### src/rtl/fios_operand_feeder_if.sv
// fios_operand_feeder_if
//   Host-side load bus for the FIOS operand feeder. Each accepted word goes
//   into one operand register file, least-significant word first.
//
//   load_valid_i  host -> feeder  word valid
//   load_ready_o  feeder -> host  word accepted when high together with valid
//   load_sel_i    host -> feeder  target operand: 0=A, 1=B, 2=P, 3=never ready
//   load_data_i   host -> feeder  17-bit operand word
interface fios_operand_feeder_if;
  logic        load_valid_i;
  logic        load_ready_o;
  logic [1:0]  load_sel_i;
  logic [16:0] load_data_i;

  modport master (
    output load_valid_i,
    output load_sel_i,
    output load_data_i,
    input  load_ready_o
  );

  modport slave (
    input  load_valid_i,
    input  load_sel_i,
    input  load_data_i,
    output load_ready_o
  );
endinterface

### src/rtl/fios_operand_feeder.sv
// fios_operand_feeder
//   Operand staging buffer in front of the FIOS Montgomery multiplier. A, B
//   and P are loaded as streams of 17-bit words into local register files and
//   served to the multiplier during a run: a PE_NB-word window of A that moves
//   on a_shift_i, and single B/P words that advance cyclically on the fetch
//   strobes. Also produces the one-cycle multiplier start pulse and busy flag.
//
//   clock_i        rising-edge clock
//   reset_n_i      asynchronous active-low reset
//   load_if        host load bus (valid/ready/sel/data)
//   start_i        multiplication request, honoured in IDLE with all operands full
//   busy_o         high from accepted start until done
//   operands_ok_o  A, B and P each hold s words
//   fios_start_o   one-cycle start pulse (PRIME state)
//   a_shift_i      advance the A window by PE_NB words (RUN only)
//   b_fetch_i      advance the B word, wrapping after s-1 (RUN only)
//   p_fetch_i      advance the P word, wrapping after s-1 (RUN only)
//   done_i         multiplier completion strobe (RUN only)
//   a_o            A window, word k at bits [17k+16:17k], zero past the end
//   b_o            current B word
//   p_o            current P word
module fios_operand_feeder #(
  parameter int unsigned s     = 8,
  parameter int unsigned PE_NB = 8
) (
  input  logic                  clock_i,
  input  logic                  reset_n_i,
  fios_operand_feeder_if.slave  load_if,
  input  logic                  start_i,
  output logic                  busy_o,
  output logic                  operands_ok_o,
  output logic                  fios_start_o,
  input  logic                  a_shift_i,
  input  logic                  b_fetch_i,
  input  logic                  p_fetch_i,
  input  logic                  done_i,
  output logic [PE_NB*17-1:0]   a_o,
  output logic [16:0]           b_o,
  output logic [16:0]           p_o
);

  // Word index into a register file.
  localparam int unsigned IW   = (s > 1) ? $clog2(s) : 1;
  // Write counter spans 0..s.
  localparam int unsigned WCW  = $clog2(s + 1);
  // A window base saturates at the first multiple of PE_NB that is >= s.
  localparam int unsigned ASAT = ((s + PE_NB - 1) / PE_NB) * PE_NB;
  localparam int unsigned AW   = $clog2(ASAT + 1);

  localparam logic [WCW-1:0] WC_FULL   = WCW'(s);
  localparam logic [WCW-1:0] WC_LAST   = WCW'(s - 1);
  localparam logic [IW-1:0]  PTR_LAST  = IW'(s - 1);
  localparam logic [AW-1:0]  A_LIMIT   = AW'(s);
  localparam logic [AW-1:0]  A_STEP    = AW'(PE_NB);

  localparam logic [1:0] ST_IDLE  = 2'd0;
  localparam logic [1:0] ST_PRIME = 2'd1;
  localparam logic [1:0] ST_RUN   = 2'd2;

  localparam int unsigned OP_A = 0;
  localparam int unsigned OP_B = 1;
  localparam int unsigned OP_P = 2;

  logic [1:0]     state;

  // Operand register files, write counters and full flags, indexed by
  // operand (0=A, 1=B, 2=P) to match load_sel_i directly.
  logic [16:0]    mem  [3][s];
  logic [WCW-1:0] wc   [3];
  logic [2:0]     full;

  logic [AW-1:0]  a_base;
  logic [IW-1:0]  b_ptr;
  logic [IW-1:0]  p_ptr;

  logic           load_ready;
  logic           load_fire;
  logic           start_ok;

  // ---------------------------------------------------------------------------
  // Load handshake
  // ---------------------------------------------------------------------------
  always_comb begin
    load_ready = 1'b0;
    if (state == ST_IDLE) begin
      unique case (load_if.load_sel_i)
        2'd0:    load_ready = (wc[OP_A] < WC_FULL);
        2'd1:    load_ready = (wc[OP_B] < WC_FULL);
        2'd2:    load_ready = (wc[OP_P] < WC_FULL);
        default: load_ready = 1'b0;
      endcase
    end
  end

  assign load_if.load_ready_o = load_ready;
  assign load_fire            = load_if.load_valid_i && load_ready;

  assign operands_ok_o = &full;
  assign start_ok      = (state == ST_IDLE) && start_i && operands_ok_o;

  // ---------------------------------------------------------------------------
  // Register files, write counters, full flags
  // ---------------------------------------------------------------------------
  // A load and an accepted start can coincide in IDLE: the word and its flag
  // update still land, but the counter clear from the start takes precedence.
  always_ff @(posedge clock_i or negedge reset_n_i) begin
    if (!reset_n_i) begin
      for (int unsigned op = 0; op < 3; op++) begin
        for (int unsigned i = 0; i < s; i++) begin
          mem[op][i] <= '0;
        end
        wc[op] <= '0;
      end
      full <= '0;
    end else begin
      if (load_fire) begin
        mem[load_if.load_sel_i][wc[load_if.load_sel_i][IW-1:0]] <= load_if.load_data_i;
        wc[load_if.load_sel_i] <= wc[load_if.load_sel_i] + 1'b1;
        // Starting a reload invalidates the operand until the last word lands.
        if (wc[load_if.load_sel_i] == '0) begin
          full[load_if.load_sel_i] <= 1'b0;
        end
        if (wc[load_if.load_sel_i] == WC_LAST) begin
          full[load_if.load_sel_i] <= 1'b1;
        end
      end
      if (start_ok) begin
        for (int unsigned op = 0; op < 3; op++) begin
          wc[op] <= '0;
        end
      end
    end
  end

  // ---------------------------------------------------------------------------
  // Control FSM and read pointers
  // ---------------------------------------------------------------------------
  always_ff @(posedge clock_i or negedge reset_n_i) begin
    if (!reset_n_i) begin
      state  <= ST_IDLE;
      a_base <= '0;
      b_ptr  <= '0;
      p_ptr  <= '0;
    end else begin
      unique case (state)
        ST_IDLE: begin
          if (start_ok) begin
            state  <= ST_PRIME;
            a_base <= '0;
            b_ptr  <= '0;
            p_ptr  <= '0;
          end
        end

        ST_PRIME: begin
          state <= ST_RUN;
        end

        ST_RUN: begin
          // done_i wins over any strobe in the same cycle.
          if (done_i) begin
            state  <= ST_IDLE;
            a_base <= '0;
            b_ptr  <= '0;
            p_ptr  <= '0;
          end else begin
            if (a_shift_i && (a_base < A_LIMIT)) begin
              a_base <= a_base + A_STEP;
            end
            if (b_fetch_i) begin
              b_ptr <= (b_ptr == PTR_LAST) ? '0 : b_ptr + 1'b1;
            end
            if (p_fetch_i) begin
              p_ptr <= (p_ptr == PTR_LAST) ? '0 : p_ptr + 1'b1;
            end
          end
        end

        default: begin
          state  <= ST_IDLE;
          a_base <= '0;
          b_ptr  <= '0;
          p_ptr  <= '0;
        end
      endcase
    end
  end

  assign busy_o       = (state != ST_IDLE);
  assign fios_start_o = (state == ST_PRIME);

  // ---------------------------------------------------------------------------
  // Operand outputs
  // ---------------------------------------------------------------------------
  // Window words beyond the last A word read as zero (FOLD padding).
  always_comb begin
    int unsigned idx;
    idx = 0;
    a_o = '0;
    for (int unsigned k = 0; k < PE_NB; k++) begin
      idx = 32'(a_base) + k;
      if (idx < s) begin
        a_o[17*k +: 17] = mem[OP_A][IW'(idx)];
      end
    end
  end

  assign b_o = mem[OP_B][b_ptr];
  assign p_o = mem[OP_P][p_ptr];

endmodule

### src/flat_wrapper.sv
// flat-port wrapper written by rule: the top's interface ports become plain ports
module fios_operand_feeder_flat 
#(
  parameter int unsigned s     = 8,
  parameter int unsigned PE_NB = 8
)
  (clock_i, reset_n_i, start_i, busy_o, operands_ok_o, fios_start_o, a_shift_i, b_fetch_i, p_fetch_i, done_i, a_o, b_o, p_o, load_if_load_valid_i, load_if_load_sel_i, load_if_load_data_i, load_if_load_ready_o);
  fios_operand_feeder_if load_if_i ();
  input  logic clock_i;
  input  logic reset_n_i;
  input  logic start_i;
  output logic busy_o;
  output logic operands_ok_o;
  output logic fios_start_o;
  input  logic a_shift_i;
  input  logic b_fetch_i;
  input  logic p_fetch_i;
  input  logic done_i;
  output logic [PE_NB*17-1:0] a_o;
  output logic [16:0] b_o;
  output logic [16:0] p_o;
  input wire logic [$bits(load_if_i.load_valid_i)-1:0] load_if_load_valid_i;
  input wire logic [$bits(load_if_i.load_sel_i)-1:0] load_if_load_sel_i;
  input wire logic [$bits(load_if_i.load_data_i)-1:0] load_if_load_data_i;
  output wire logic [$bits(load_if_i.load_ready_o)-1:0] load_if_load_ready_o;
  assign load_if_i.load_valid_i = load_if_load_valid_i;
  assign load_if_i.load_sel_i = load_if_load_sel_i;
  assign load_if_i.load_data_i = load_if_load_data_i;
  assign load_if_load_ready_o = load_if_i.load_ready_o;
  fios_operand_feeder #(.s(s), .PE_NB(PE_NB)) u_core (.clock_i(clock_i), .reset_n_i(reset_n_i), .load_if(load_if_i), .start_i(start_i), .busy_o(busy_o), .operands_ok_o(operands_ok_o), .fios_start_o(fios_start_o), .a_shift_i(a_shift_i), .b_fetch_i(b_fetch_i), .p_fetch_i(p_fetch_i), .done_i(done_i), .a_o(a_o), .b_o(b_o), .p_o(p_o));
endmodule
### config.mk
export PLATFORM = sky130hd
export DESIGN_NAME = fios_operand_feeder_flat
export DESIGN_NICKNAME = d
export VERILOG_FILES = /design/src/rtl/fios_operand_feeder_if.sv /design/src/rtl/fios_operand_feeder.sv /design/src/flat_wrapper.sv
export SDC_FILE = /design/constraint.sdc
export NUM_CORES = 1
export LEC_CHECK = 0
export ABC_AREA = 0
export BUFFER_PORTS_ARGS = -buffer_cell sky130_fd_sc_hd__buf_2
export CAP_MARGIN = 15
export CORE_ASPECT_RATIO = 0.7
export CORE_MARGIN = 10
export CORE_UTILIZATION = 59
export CTS_CLUSTER_DIAMETER = 30
export DETAILED_ROUTE_END_ITERATION = 10
export GPL_TIMING_DRIVEN = 0
export HOLD_SLACK_MARGIN = 0.05
export PLACE_DENSITY = 0.79
export SYNTH_ARGS = -nofsm -noshare
export SYNTH_HDL_FRONTEND = slang
export SYNTH_SLANG_ARGS = --single-unit
### constraint.sdc
create_clock -name clock_i -period 2.7 [get_ports clock_i]
set_clock_uncertainty 0.1 [all_clocks]
set_input_delay 0.27 -clock clock_i [delete_from_list [all_inputs] [get_ports clock_i]]
set_output_delay 0.27 -clock clock_i [all_outputs]
set_load 0.05 [all_outputs]
==> results of run 1 <==
==> layer usage <==
metal  routed length (µm)  global-route usage  vias up
li1                     -                   -     5444
met1                23200               0.351     6818
met2                25900               0.403      395
met3                 3200              0.0555       85
met4                 1150              0.0699        2
met5                   65                   0        -
==> synth_stat cells, drive strengths merged, types with 2 or more instances <==
cell type	number	area, µm²
a21oi	2	10.0
a22o	5	43.8
a2bb2oi	3	50.1
a32o	2	20.0
a41oi	3	26.3
buf	44	282
clkbuf	65	244
dfrtp	432	10800
ha	6	75.1
inv	5	18.8
mux2	444	5190
mux2i	11	110
mux4	68	1530
nand2	10	37.5
nand4	25	419
nor2	15	56.3
nor2b	137	857
nor3	2	21.3
nor3b	2	15.0
o21ai	5	25.0
o22ai	5	31.3
or2	4	25.0
==> flip-flops by register name, indices dropped and copies added, names as in the netlist <==
name and cells:
u_core.full 3, u_core.state 2, u_core.wc 12, u_core.p_ptr 3, u_core.b_ptr 3, u_core.a_base 1, u_core.mem 408
==> kinds of logic (layout without fill, tap and decap cells) <==
| family | Yosys count | after routing | synth area share |
|---|---|---|---|
| xor gates and xnor gates | 1 | 1 | 0.000437 |
| DFF | 432 | 432 | 0.540 |
| and+or+nand+nor | 204 | 204 | 0.0760 |
| adders and majority gates | 6 | 6 | 0.00375 |
| buffers and inverters | 114 | 506 | 0.0272 |
| muxes | 523 | 523 | 0.341 |
| AOI/OAI and AO/OA | 29 | 29 | 0.0119 |
| other | 0 | 1 | 0 |
==> critical path: cells and delay by family, from the launching register on <==
kind	cells	cell delay (ns)
multiplexers	2	0.86
flip-flops	1	0.37
buffers and inverters	4	0.60
==> repair_timing <==
item,CTS,global route
buffers inserted,19,23
pin swaps,9,4
endpoints found under the hold margin,144,0
resized for setup,184,58
setup endpoints to repair,215,386
gates cloned,5,2
hold buffers,22,0
==> final timing paths <==
check / to / slack, ns / cells after the start
setup / recovery: p_o[13] / -0.1 / 6
hold / removal: u_core.state[1] / 0.13 / 3
setup reg to reg: u_core.mem[166] / 0.04 / 7
hold reg to reg: u_core.mem[332] / 0.40 / 1
max in group asynchronous: u_core.mem[246] / 0.38 / 6
min in group asynchronous: u_core.mem[392] / 0.14 / 2
==> power by group through the flow <==
stage	combinational, mW	clock [mW]	sequential, mW
floorplan	7.57	0	9.37
global placement	9.26	0	9.65
detailed placement	9.49	0	9.77
CTS	10.1	8.89	9.72
global route	10.7	9.24	10.0
finish	10.3	8.85	9.80
==> area by class of cell <==
class | instances | area share
Clock buffer | 79 | 0.0710
Antenna cell | 1 | 0.0000985
Timing Repair Buffer | 274 | 0.0846
Sequential cell | 432 | 0.426
Buffer | 107 | 0.0294
Tap cell | 435 | 0.0214
Clock inverter | 41 | 0.0200
Inverter | 5 | 0.000739
Multi-Input combinational cell | 763 | 0.347
==> stage by stage <==
stage,hold slack (ns),TNS (ns)
final,0.126,-0.730
after floorplan,-0.126,0
after global placement,0.380,-3101.12
after global routing,0.122,-2.99
after CTS,0.116,-0.947
after detailed placement,0.154,-40.16
==> summary.md, run 1 <==
| Metric | Value |
|---|---|
| Hold Startpoint | `done_i` |
| Vias | `12,744` |
| I/O pins | `around 200` |
| CTS Buffer Depth | `3` |
| Setup WS pre-CTS | `-0.592 ns` |
| Synthesized cell area | `20,000 µm²` |
| Failing checks | `negative setup slack` |
| Total Routing Usage GR | `0.255` |
| Synth Warn # | `0` |
| Min cycle time layout | `2.80 ns` |
| H-tree depth | `3` |
| Worst-path maximum fanout | `5` |
| Synth async-reset ratio | `1.00` |
| Die width | `240 µm` |
| Tcrit/Tclk final | `1.04` |
| Post-route DRC | `0` |
| Max-slew headroom | `0.420` |
| CP arrival | `2.43 ns` |
| Core ar. | `about 33,000 µm²` |
| Most used cell, CP | `buf_12` |
| Slowest cell on crit path | `mux4_2` |
| Starting Density | `0.598` |
| Nets | `1,683` |
| Std-Cell Rows | `56` |
| Req. time, crit path | `roughly 2.3 ns` |
| Placed cell count | `1,947` |
| Detailed Route Iter0 Violations | `874` |
| Average wire per standard cell | `25.1 µm` |
| Clk slew on worst S/H paths | `0.06 ns` |
| Final Hold Viols | `0` |
| Max-Cap Viols | `0` |
| Global placement routability congestion | `0.843` |
| Multi-input combinational cell area | `around 9000 µm²` |
| Worst-Skew Late Latency | `0.58 ns` |
| Layout cells sized above 1 | `0.572` |
| Post-synth net total | `roughly 1,300` |
| Power per cell area | `1140 nW/µm²` |
| Cells after Synth | `1,309` |
| Clk pwr share | `0.306` |
| Vias in the first global route | `13,532` |
| Port bufs | `199` |
| Post-layout instance area | `25,400 µm²` |
| R2r startpoint | `u_core.state[1]` |
| Status | `finished with violations` |
| Critical path endpoint category | `output pin` |
| Psw | `10.3 mW` |
| Slew @ Worst Pin | `between 0.8 and 0.9 ns` |
| Critical path class | `flip-flop to output pin` |
| Unrepaired setup endpoints after global routing | `true` |
| Die Area | `between 40,000 and 50,000 µm²` |
| Post-synthesis cell type count | `47` |
| Combinational power share | `0.355` |
| Critical path, cell by cell | `clkbuf_8 -> buf_12 -> buf_12 -> mux4_2 -> mux2_4 -> buf_6` |
| Fill count | `1,965` |
| Reg power frac | `0.339` |
| Count of state elements after synthesis | `432` |
| Dpl hpwl | `between 30,000 and 40,000 µm` |
| Final core occ | `0.759` |
| Commonest non-fill, non-tap cell in the layout | `dfrtp_1` |
| Final setup vio count | `31` |
| Total grt overflow | `0` |
| Post-route ant nets | `0` |
| Fmax | `about 360 MHz` |
| Worst min path class | `primary input to flip-flop` |
| P_leak | `between 10 and 15 nW` |
| Sequential cell area | `10,800 µm²` |
| TritonRoute pass-1 iters | `5` |
| Final cell count without fillers | `~2,100` |
| Pint | `18.6 mW` |
| Switching Share | `0.358` |
| Synthesized area per cell | `15.3 µm²` |
| Post-synth EDFFs | `0` |
| Drt via density | `5.96` |
| Worst vdd ir | `0.000958 V` |
| Max-slew violation count | `0` |
| Setup ws final | `-0.0965 ns` |
| Largest net degree at the start of global routing | `106` |
| Post-synthesis sequential area ratio | `0.540` |
| Main synth FF type | `dfrtp_1` |
| Worst setup SP type | `flip-flop` |
| Layout Area Growth over Synthesis | `26.9%` |
| Die H | `174 µm` |
| CP Launch Point | `u_core.p_ptr[0]` |
| Initial antenna violation count | `1` |
| Sink Count | `432` |
| Total power | `between 20 and 30 mW` |
| CTS tree | `built` |
| Routed Wire Length | `about 54,000 µm` |
| Commonest cells after routing, fill and taps aside | `dfrtp_1, mux2_2, buf_2, nor2b_1, mux2_4` |
| First-pass GRT wire length | `a little over 80,000 µm` |
| TritonCTS buffer count | `67` |
| Placed Area | `approximately 22,000 µm²` |
| CTS Root Cell | `clkbuf_16` |
| Max incr delay on CP | `0.54 ns` |
No activity file was read; power rests on OpenSTA's default activity.
==> run 2: changes to the inputs <==
==> constraint.sdc (replaced) <==
create_clock -name clock_i -period 3.1 [get_ports clock_i]
set_clock_uncertainty 0.1 [all_clocks]
set_input_delay 0.31 -clock clock_i [delete_from_list [all_inputs] [get_ports clock_i]]
set_output_delay 0.31 -clock clock_i [all_outputs]
set_load 0.05 [all_outputs]
==> run 2 against run 1 <==
Net effect: the run now ends clean; via count is 2.8% lower; worst setup slack improved by 0.22 ns; largest power group is now registers; design area is 4.2% lower; count of clock-buffer cells in the layout is the same; critical endpoint is now p_o[5]; worst hold slack better by 0.046 ns; first-iteration DRC count decreased by 8.8%.
==> summary.md, run 2 (synthesis gave the netlist of run 1 again) <==
| Metric | Value |
|---|---|
| Status | `finished clean` |
| Critical path endpoint category | `output pin` |
| Commonest cells after routing, fill and taps aside | `dfrtp_1, mux2_2, buf_2, nor2b_1, clkbuf_16` |
| Max-slew violation count | `0` |
| Vias in the first global route | `13,309` |
| Worst setup SP type | `flip-flop` |
| # diodes | `0` |
| Psw | `8.76 mW` |
| TritonCTS buffer count | `67` |
| Final cell count without fillers | `2,096` |
| CTS Root Cell | `clkbuf_16` |
| Switching Share | `0.359` |
| Die Area | `41,800 µm²` |
| H-tree depth | `3` |
| GR peak layer | `met2` |
| Unrepaired setup endpoints after global routing | `false` |
| P_leak | `12.0 nW` |
| Initial antenna violation count | `0` |
| Total Routing Usage GR | `0.243` |
| Max FFs per register | `roughly 410` |
| Commonest non-fill, non-tap cell in the layout | `dfrtp_1` |
| Slew @ Worst Pin | `~0.84 ns` |
| CP arrival | `about 2.6 ns` |
| Sink Count | `432` |
| CTS Buffer Depth | `3` |
| Final core occ | `0.727` |
| Final Hold Viols | `0` |
| Die H | `about 170 µm` |
| Die width | `240 µm` |
| I/O pins | `between 200 and 250` |
| Post-route ant nets | `0` |
| Post-route DRC | `0` |
| Critical path class | `flip-flop to output pin` |
| M1 GR Usage | `0.339` |
| Drt via density | `~5.9` |
| Worst min path class | `primary input to flip-flop` |
| Nets | `1,643` |
| Std-Cell Rows | `56` |
| Setup ws final | `between 0.1 and 0.15 ns` |
| Power per cell area | `1000 nW/µm²` |
| Routed Wire Length | `50,200 µm` |
| Total grt overflow | `0` |
| Largest net degree at the start of global routing | `106` |
| Total power | `24.4 mW` |
| Setup WS pre-CTS | `-0.232 ns` |
| TritonRoute pass-1 iters | `5` |
| Dpl hpwl | `35,000 µm` |
| Combinational power share | `0.338` |
| Pint | `15.7 mW` |
| First-pass GRT wire length | `slightly below 80,000 µm` |
| Tcrit/Tclk final | `0.960` |
| Port bufs | `199` |
| Clk slew on worst S/H paths | `0.05 ns` |
| Met2 usage | `0.386` |
| Global placement routability congestion | `0.843` |
| Average wire per standard cell | `23.9 µm` |
| Top flop regs | `u_core.mem: 408 flops, u_core.wc: 12 flops` |
| Biggest register | `u_core.mem` |
| Starting Density | `0.598` |
| Min cycle time layout | `2.98 ns` |
| Max-slew headroom | `0.440` |
| Fmax | `336 MHz` |
| Req. time, crit path | `2.69 ns` |
| Layout Area Growth over Synthesis | `21.5%` |
| Placed cell count | `1,947` |
| Core ar. | `about 33,000 µm²` |
| Reg power frac | `0.348` |
| Worst vdd ir | `0.000835 V` |
| Met3 GRT Util | `0.0442` |
| Detailed Route Iter0 Violations | `between 700 and 800` |
| Vias | `12,381` |
| Worst-path maximum fanout | `10` |
| Max-Cap Viols | `0` |
| Worst-Skew Late Latency | `0.57 ns` |
| Worst hold margin | `between 0.15 and 0.2 ns` |
| Final setup vio count | `0` |
| Clk pwr share | `0.314` |
| CTS tree | `built` |
| Layout cells sized above 1 | `0.556` |
## run 2: changes by cell type in the layout (fill, tap and decap cells not counted), sizes merged
| cell | delta |
|---|---|
| buf | -38 |
| clkbuf | -2 |
| diode | -1 |
## run 2: power by group through the flow
stage | combinational (mW) | clock (mW) | sequential, mW
2_1_floorplan | 6.60 | 0 | 8.16
3_3_place_gp | 8.06 | 0 | 8.41
3_5_place_dp | 8.26 | 0 | 8.51
4_1_cts | 8.34 | 7.75 | 8.47
5_1_grt | 8.70 | 8.02 | 8.70
6_report | 8.26 | 7.67 | 8.50
## run 2: area by class of cell
cell class                 instances  area (µm²)
sequential                       432       10800
fill                            2138        9160
inverter                           5        18.8
timing repair buffer             233        1400
clock buffer                      79        1800
multi-input combinational        763        8670
buffer                           108         581
clock inverter                    41         508
tap                              435         544
## run 2: metal layers
layer	up-vias	routed length [µm]
met1	6660	22500
met3	77	2350
met4	0	947
met5	-	0
met2	288	24400
li1	5356	-
## run 2: worst max-delay path: stages (launching register included)
cell      delay [ns]
dfrtp_1         0.37
clkbuf_1        0.53
clkbuf_2        0.44
mux2_2          0.43
buf_2           0.23
## run 2: timing repair
action | 4_1_cts | 5_1_grt
buffers inserted | 2 | 6
setup endpoints to repair | 44 | 54
hold buffers | 22 | 0
resized for setup | 42 | 9
hold endpoints to repair | 137 | 0
pin swaps | 1 | 2
## run 2: worst paths after layout
kind	from	endpoint	slack [ns]	cells after the start
min in group asynchronous	reset_n_i	u_core.mem[392]	0.20	2
worst max-delay path	u_core.p_ptr[2]	p_o[5]	0.12	4
worst min-delay path	done_i	u_core.b_ptr[2]	0.17	3
worst min register to register	u_core.mem[272]	u_core.mem[272]	0.40	1
max in group asynchronous	reset_n_i	u_core.mem[264]	0.55	6
worst max register to register	u_core.state[1]	u_core.mem[196]	0.18	7
## run 2: metrics by stage
| stage | cell area (µm²) | TNS, ns |
|---|---|---|
| floorplan | 20000 | 0 |
| global placement | 21600 | -2921.23 |
| detailed placement | 21700 | -4.81 |
| CTS | 24300 | -0.00764 |
| global route | 24300 | 0 |
| finish | 24300 | 0 |
